==> src/rtl/maze_mem_arbiter.sv <==
// maze_mem_arbiter: two-requester arbiter for the shared maze cell memory.
//
// The display reads cells; the game reads and writes them and may hold the
// memory with game_lock for a read-modify-write. The display gets a
// starvation override after WAIT_MAX waiting cycles, and a game lock is
// broken after LOCK_MAX cycles.
//
// Optional feature macro: ARB_ROUND_ROBIN_EN
//   defined   : round-robin between the requesters when both ask in ARB
//   undefined : fixed priority, game over display (default build)
//
// Ports
//   clk, nrst                    clock, asynchronous active-low reset
//   disp_req/disp_addr           display read request and cell address
//   disp_gnt                     display granted this cycle (combinational)
//   disp_rdata/disp_valid        display read data, valid one cycle after grant
//   game_req/we/addr/wdata/lock  game request, write, lock for RMW
//   game_gnt                     game granted this cycle (combinational)
//   game_rdata/game_valid        game read data, valid one cycle after read grant
//   lock_abort                   one-cycle pulse on a forced lock release
//   mem_addr/mem_we/mem_wdata    memory command, driven from the granted side
//   mem_rdata                    memory read data, one cycle after the address
module maze_mem_arbiter #(
    parameter int unsigned LOCK_MAX = 8,
    parameter int unsigned WAIT_MAX = 16
) (
    input  logic       clk,
    input  logic       nrst,
    input  logic       disp_req,
    input  logic [5:0] disp_addr,
    output logic       disp_gnt,
    output logic [1:0] disp_rdata,
    output logic       disp_valid,
    input  logic       game_req,
    input  logic       game_we,
    input  logic [5:0] game_addr,
    input  logic [1:0] game_wdata,
    input  logic       game_lock,
    output logic       game_gnt,
    output logic [1:0] game_rdata,
    output logic       game_valid,
    output logic       lock_abort,
    output logic [5:0] mem_addr,
    output logic       mem_we,
    output logic [1:0] mem_wdata,
    input  logic [1:0] mem_rdata
);

    localparam int unsigned WAIT_W = $clog2(WAIT_MAX + 1);
    localparam int unsigned LOCK_W = $clog2(LOCK_MAX + 1);

    typedef enum logic {
        ARB    = 1'b0,
        LOCKED = 1'b1
    } state_t;

    state_t              state_q, state_d;
    logic [WAIT_W-1:0]   disp_wait_q, disp_wait_d;
    logic [LOCK_W-1:0]   lock_cnt_q, lock_cnt_d, lock_cnt_inc;
    logic                force_disp_q, force_disp_d;
    logic                no_relock_q, no_relock_d;
    logic                lock_abort_q, lock_abort_d;
    logic                starved, disp_win;
    logic                disp_gnt_c, game_gnt_c;
    logic [5:0]          last_addr_q, mem_addr_c;
    logic                disp_valid_q, game_valid_q;
    logic [1:0]          disp_hold_q, game_hold_q;
`ifdef ARB_ROUND_ROBIN_EN
    logic                rr_disp_q;
`endif

    // State register
    always_ff @(posedge clk or negedge nrst) begin
        if (!nrst) begin
            state_q <= ARB;
        end else begin
            state_q <= state_d;
        end
    end

    // Next state, grants, lock/wait bookkeeping
    always_comb begin
        state_d      = state_q;
        disp_win     = 1'b0;
        disp_gnt_c   = 1'b0;
        game_gnt_c   = 1'b0;
        lock_cnt_inc = lock_cnt_q + LOCK_W'(1);
        lock_cnt_d   = '0;
        force_disp_d = force_disp_q;
        no_relock_d  = no_relock_q & game_lock;
        lock_abort_d = 1'b0;
        starved      = (disp_wait_q >= WAIT_W'(WAIT_MAX));
        disp_wait_d  = '0;

        unique case (state_q)
            ARB: begin
                // A forced release owes the display this one ARB cycle
                force_disp_d = 1'b0;
                if (force_disp_q && disp_req) begin
                    disp_win = 1'b1;
                end else if (disp_req && game_req) begin
`ifdef ARB_ROUND_ROBIN_EN
                    disp_win = starved | rr_disp_q;
`else
                    disp_win = starved;
`endif
                end else begin
                    disp_win = disp_req;
                end
                disp_gnt_c = disp_win;
                game_gnt_c = game_req & ~disp_win;
                if (game_gnt_c && game_lock && !no_relock_q) begin
                    state_d = LOCKED;
                end
            end
            LOCKED: begin
                game_gnt_c = game_req;
                // Lock dropping on the last allowed cycle is a normal release
                if (!game_lock) begin
                    state_d = ARB;
                end else if (lock_cnt_inc == LOCK_W'(LOCK_MAX)) begin
                    state_d      = ARB;
                    lock_abort_d = 1'b1;
                    force_disp_d = 1'b1;
                    no_relock_d  = 1'b1;
                end else begin
                    lock_cnt_d = lock_cnt_inc;
                end
            end
            default: state_d = ARB;
        endcase

        // Display starvation counter, saturating
        if (disp_req && !disp_gnt_c) begin
            disp_wait_d = starved ? disp_wait_q : disp_wait_q + WAIT_W'(1);
        end
    end

    // Grants are forced low while reset is held
    assign disp_gnt = disp_gnt_c & nrst;
    assign game_gnt = game_gnt_c & nrst;

    // Memory command follows the granted requester, else holds last address
    assign mem_addr_c = disp_gnt_c ? disp_addr : (game_gnt_c ? game_addr : last_addr_q);
    assign mem_addr   = disp_gnt ? disp_addr : (game_gnt ? game_addr : last_addr_q);
    assign mem_we     = game_gnt & game_we;
    assign mem_wdata  = game_gnt ? game_wdata : 2'b00;

    // Read data is live on the valid cycle and held afterwards
    assign disp_valid = disp_valid_q;
    assign game_valid = game_valid_q;
    assign disp_rdata = disp_valid_q ? mem_rdata : disp_hold_q;
    assign game_rdata = game_valid_q ? mem_rdata : game_hold_q;
    assign lock_abort = lock_abort_q;

    // Datapath and bookkeeping registers
    always_ff @(posedge clk or negedge nrst) begin
        if (!nrst) begin
            disp_wait_q  <= '0;
            lock_cnt_q   <= '0;
            force_disp_q <= 1'b0;
            no_relock_q  <= 1'b0;
            lock_abort_q <= 1'b0;
            last_addr_q  <= '0;
            disp_valid_q <= 1'b0;
            game_valid_q <= 1'b0;
            disp_hold_q  <= '0;
            game_hold_q  <= '0;
        end else begin
            disp_wait_q  <= disp_wait_d;
            lock_cnt_q   <= lock_cnt_d;
            force_disp_q <= force_disp_d;
            no_relock_q  <= no_relock_d;
            lock_abort_q <= lock_abort_d;
            last_addr_q  <= mem_addr_c;
            disp_valid_q <= disp_gnt_c;
            game_valid_q <= game_gnt_c & ~game_we;
            if (disp_valid_q) begin
                disp_hold_q <= mem_rdata;
            end
            if (game_valid_q) begin
                game_hold_q <= mem_rdata;
            end
        end
    end

`ifdef ARB_ROUND_ROBIN_EN
    // Round-robin pointer: favour whoever was not granted last
    always_ff @(posedge clk or negedge nrst) begin
        if (!nrst) begin
            rr_disp_q <= 1'b1;
        end else if (disp_gnt_c) begin
            rr_disp_q <= 1'b0;
        end else if (game_gnt_c) begin
            rr_disp_q <= 1'b1;
        end
    end
`endif

endmodule

==> config.mk <==
export PLATFORM = sky130hd
export DESIGN_NAME = maze_mem_arbiter
export DESIGN_NICKNAME = d
export VERILOG_FILES = /design/src/rtl/maze_mem_arbiter.sv
export SDC_FILE = /design/constraint.sdc
export NUM_CORES = 1
export LEC_CHECK = 0
export CAP_MARGIN = 20
export CORE_MARGIN = 3
export CORE_UTILIZATION = 50
export CTS_CLUSTER_SIZE = 28
export DETAILED_ROUTE_END_ITERATION = 10
export GPL_TIMING_DRIVEN = 0
export PLACE_DENSITY = 0.84
export SLEW_MARGIN = 30
export SYNTH_ARGS = -nofsm -noshare
export SYNTH_HDL_FRONTEND = slang
export SYNTH_SLANG_ARGS = --single-unit
==> constraint.sdc <==
create_clock -name clk -period 4.4 [get_ports clk]
set_input_delay 0.88 -clock clk [delete_from_list [all_inputs] [get_ports clk]]
set_output_delay 0.88 -clock clk [all_outputs]
set_load 0.01 [all_outputs]
==> reports/results.txt <==
Hold bufs inserted after CTS - 0
Final Critical Period - 3.881 ns
Number of flops mapped to enable cells by yosys - 0
WL met3 - 97 um
Initial DRC Count - 43
Root Driver - clkbuf_4
Setup slack, reg-to-reg - 2.88 ns
# DRC - 0
CTS tree - yes
Total GRT Usage - 19.27%
Post-CTS setup buffer count - 0
Placed cells - 202
Commonest cells post-synth - dfrtp_1 (25), nand2_1 (22), nor2_1 (10)
Placement-stage cell area - 1789 sq um
Maximum clock rate - 0.2577 GHz
Starting Density - 53.69%
Core Rows - 18
Core area - 2545 sq um
Most numerous cell in the Yosys netlist - dfrtp_1
PortBufs - 39
Worst-path clk slew - 0.15 ns
Yosys top cell area share - 45.79%
Number of global-route vias before repair - 1149
ANT cells - 0
WL final - 3006 um
Syn avg cell area - 10.27 sq um
Sequential-to-total area share from yosys stat - 45.79%
WL/cell - 14.59 um
Clk Latency, worst-skew pair - 0.32 ns
Leakage power - 0.0007953 uW
Antenna Violating Nets Remaining - 0
Hpwl dp - 2455 um
Post-cts sizing count - 0
Yosys warns - 0
Metal2 WL - 1574 um
Mapped cell area - 1366 sq um
Worst vdd ir - 171.5 uV
# IOs - 40
Async S/R FF share, synth - 100.0%
Pin count of the biggest net entering global routing - 28
Overall via count from detail_route - 1133
Met1 Routed Length - 1316 um
Final hold viol count - 0
Final setup viols - 0
Clock Skew - 0.01258 ns
Gate power share - 27.0%
First-pass GRT wire length - 5181 um
Finished Layout Cells - 206
Top Metal Used - met4
Status - finished, final reports clean
Switch Pwr - 139.4 uW
CP Capture Type - output port
Reported max-cap violation count - 0
Grt total ovfl - 0
Sequential power share - 52.3%
Final net count - 203
P_int - 361.2 uW
PD cells - 275.1 nW/um^2
Worst slew margin - 59.62%
Initial antenna violation count - 0
Yosys reg bits - 25
Clock sinks - 25
RSZ-0062 raised after global routing - no
Pre-CTS setup slack - 0.5035 ns
Netlist cell types - 35
Worst setup margin - 0.5189 ns
Fin crit share - 88.21%
Critical path type - in2out
RD Place Congestion - 0.8283
Die area - 3396 sq um
Hold WC Path Type - reg2reg
Least-Margin Pin Slew - 0.6057 ns
Area leader, netlist - dfrtp_1
Router iterations before antenna repair - 4
CP Data Required Time - 3.52 ns
Crit Path Max Fanout - 10
Synthesized instance count - 133
Ys flop type - dfrtp_1
Die Y - 58.28 um
TritonCTS buffer count - 3
Clock share of power - 20.8%
Sw Share - 27.85%
Die X - 58.28 um
Vias per cell - 5.500
Arrival time at the worst endpoint - 3.00 ns
Syn nets - 159
Synth top area cells - dfrtp_1 (46%), nand2_1 (6.0%), mux2i_1 (5.1%), ha_1 (3.7%), mux2_2 (3.3%)
CTS Buffer Depth - 2
Startpoint types - input pin
Max Slew Vio Count - 0
Htree depth - 1
Area Overhead vs Synth - 33.15%
Final instance area - 1819 sq um
Proportion of layout cells with a drive suffix above 1 - 13.64%
[through the flow]
| stage | util, % | total power, uW | setup TNS (ns) | hold WS, ns |
|---|---|---|---|---|
| 2_1_floorplan | - | 325.1 | 0 | 0.4791 |
| 3_3_place_gp | 70.50 | 396.6 | -1.404 | 0.4810 |
| 3_5_place_dp | 70.30 | 403.1 | 0 | 0.4885 |
| 4_1_cts | 71.48 | 505.0 | 0 | 0.5215 |
| 5_1_grt | 71.48 | 526.3 | 0 | 0.5404 |
| 6_report | 71.48 | 500.5 | 0 | 0.5151 |
[final timing paths]
check,start,end,depth (start not counted)
min in group asynchronous,nrst,disp_wait_q[4],1
max in group asynchronous,nrst,lock_cnt_q[1],1
min,disp_hold_q[1],disp_hold_q[1],1
min reg2reg,disp_hold_q[1],disp_hold_q[1],1
max reg2reg,state_q,last_addr_q[3],5
max,game_req,mem_addr[0],7
[per-layer routing]
| layer | global-route usage, % | vias up |
|---|---|---|
| met1 | 25.18 | 560 |
| met4 | 3.642 | 0 |
| met2 | 34.29 | 20 |
| met3 | 2.227 | 2 |
| li1 | - | 551 |
| met5 | 0 | - |
[power groups by stage]
stage / Clock (uW) / Combinational [uW] / Sequential (uW)
2_1_floorplan: 0 / 61.9 / 263
3_3_place_gp: 0 / 132 / 265
3_5_place_dp: 0 / 137 / 266
4_1_cts: 106 / 137 / 262
5_1_grt: 115 / 147 / 265
6_report: 104 / 135 / 262
[worst max-delay path, cell delays in order]
cell             delay (ns)
clkdlybuf4s50_1        0.49
buf_2                  0.28
o211ai_2               0.25
inv_2                  0.24
nand2_1                0.09
a31oi_1                0.19
clkdlybuf4s50_1        0.58
[cell families after synthesis]
| kind of cell | share of synthesized area (%) |
|---|---|
| compound gates | 11.72 |
| xor+xnor | 3.206 |
| fa+ha+maj | 3.663 |
| buf+inv | 4.121 |
| flops | 45.79 |
| mux | 8.425 |
| simple gates | 23.08 |
[cell type report]
class	instances	area (sq um)
multi-input cells	100	684.4
repair buffers	39	385.4
plain buffers	4	41.29
inverters	4	15.01
clock inverters	1	7.507
clock buffers	3	22.52
well taps	30	37.54
fillers	195	725.7
flip-flops and latches	25	625.6
[state kept, by name (all words and copies together) (netlist names)]
signal	cells
disp_hold_q	2
force_disp_q	1
game_valid	1
game_hold_q	2
disp_valid	1
state_q	1
last_addr_q	6
lock_abort	1
disp_wait_q	5
lock_cnt_q	4
no_relock_q	1
[layout by cell type, fill, tap and decap left out]
cell type        count
a21oi_1              3
mux2_2               4
dfrtp_1             25
nand3_1              1
and3_1               1
clkbuf_4             3
nor4bb_1             4
inv_2                1
nor3_1               2
inv_1                3
mux2i_1              7
nor2_1              10
o22ai_1              1
ha_1                 4
nor2_2               3
o211ai_2             1
buf_6                1
xor2_1               3
buf_2                3
clkinvlp_4           1
o21ai_0              8
and2_1               4
nand2b_1             2
nand4b_4             1
or3b_4               1
a31o_2               1
nand4_1              2
xnor2_1              2
nand4b_1             1
a31oi_1              4
and2b_1              1
nand2_1             22
nor2b_1              1
nor3b_1              1
buf_12               1
a31oi_2              3
clkdlybuf4s50_1     38
a21boi_0             2
No activity file was read; power rests on OpenSTA's default activity.
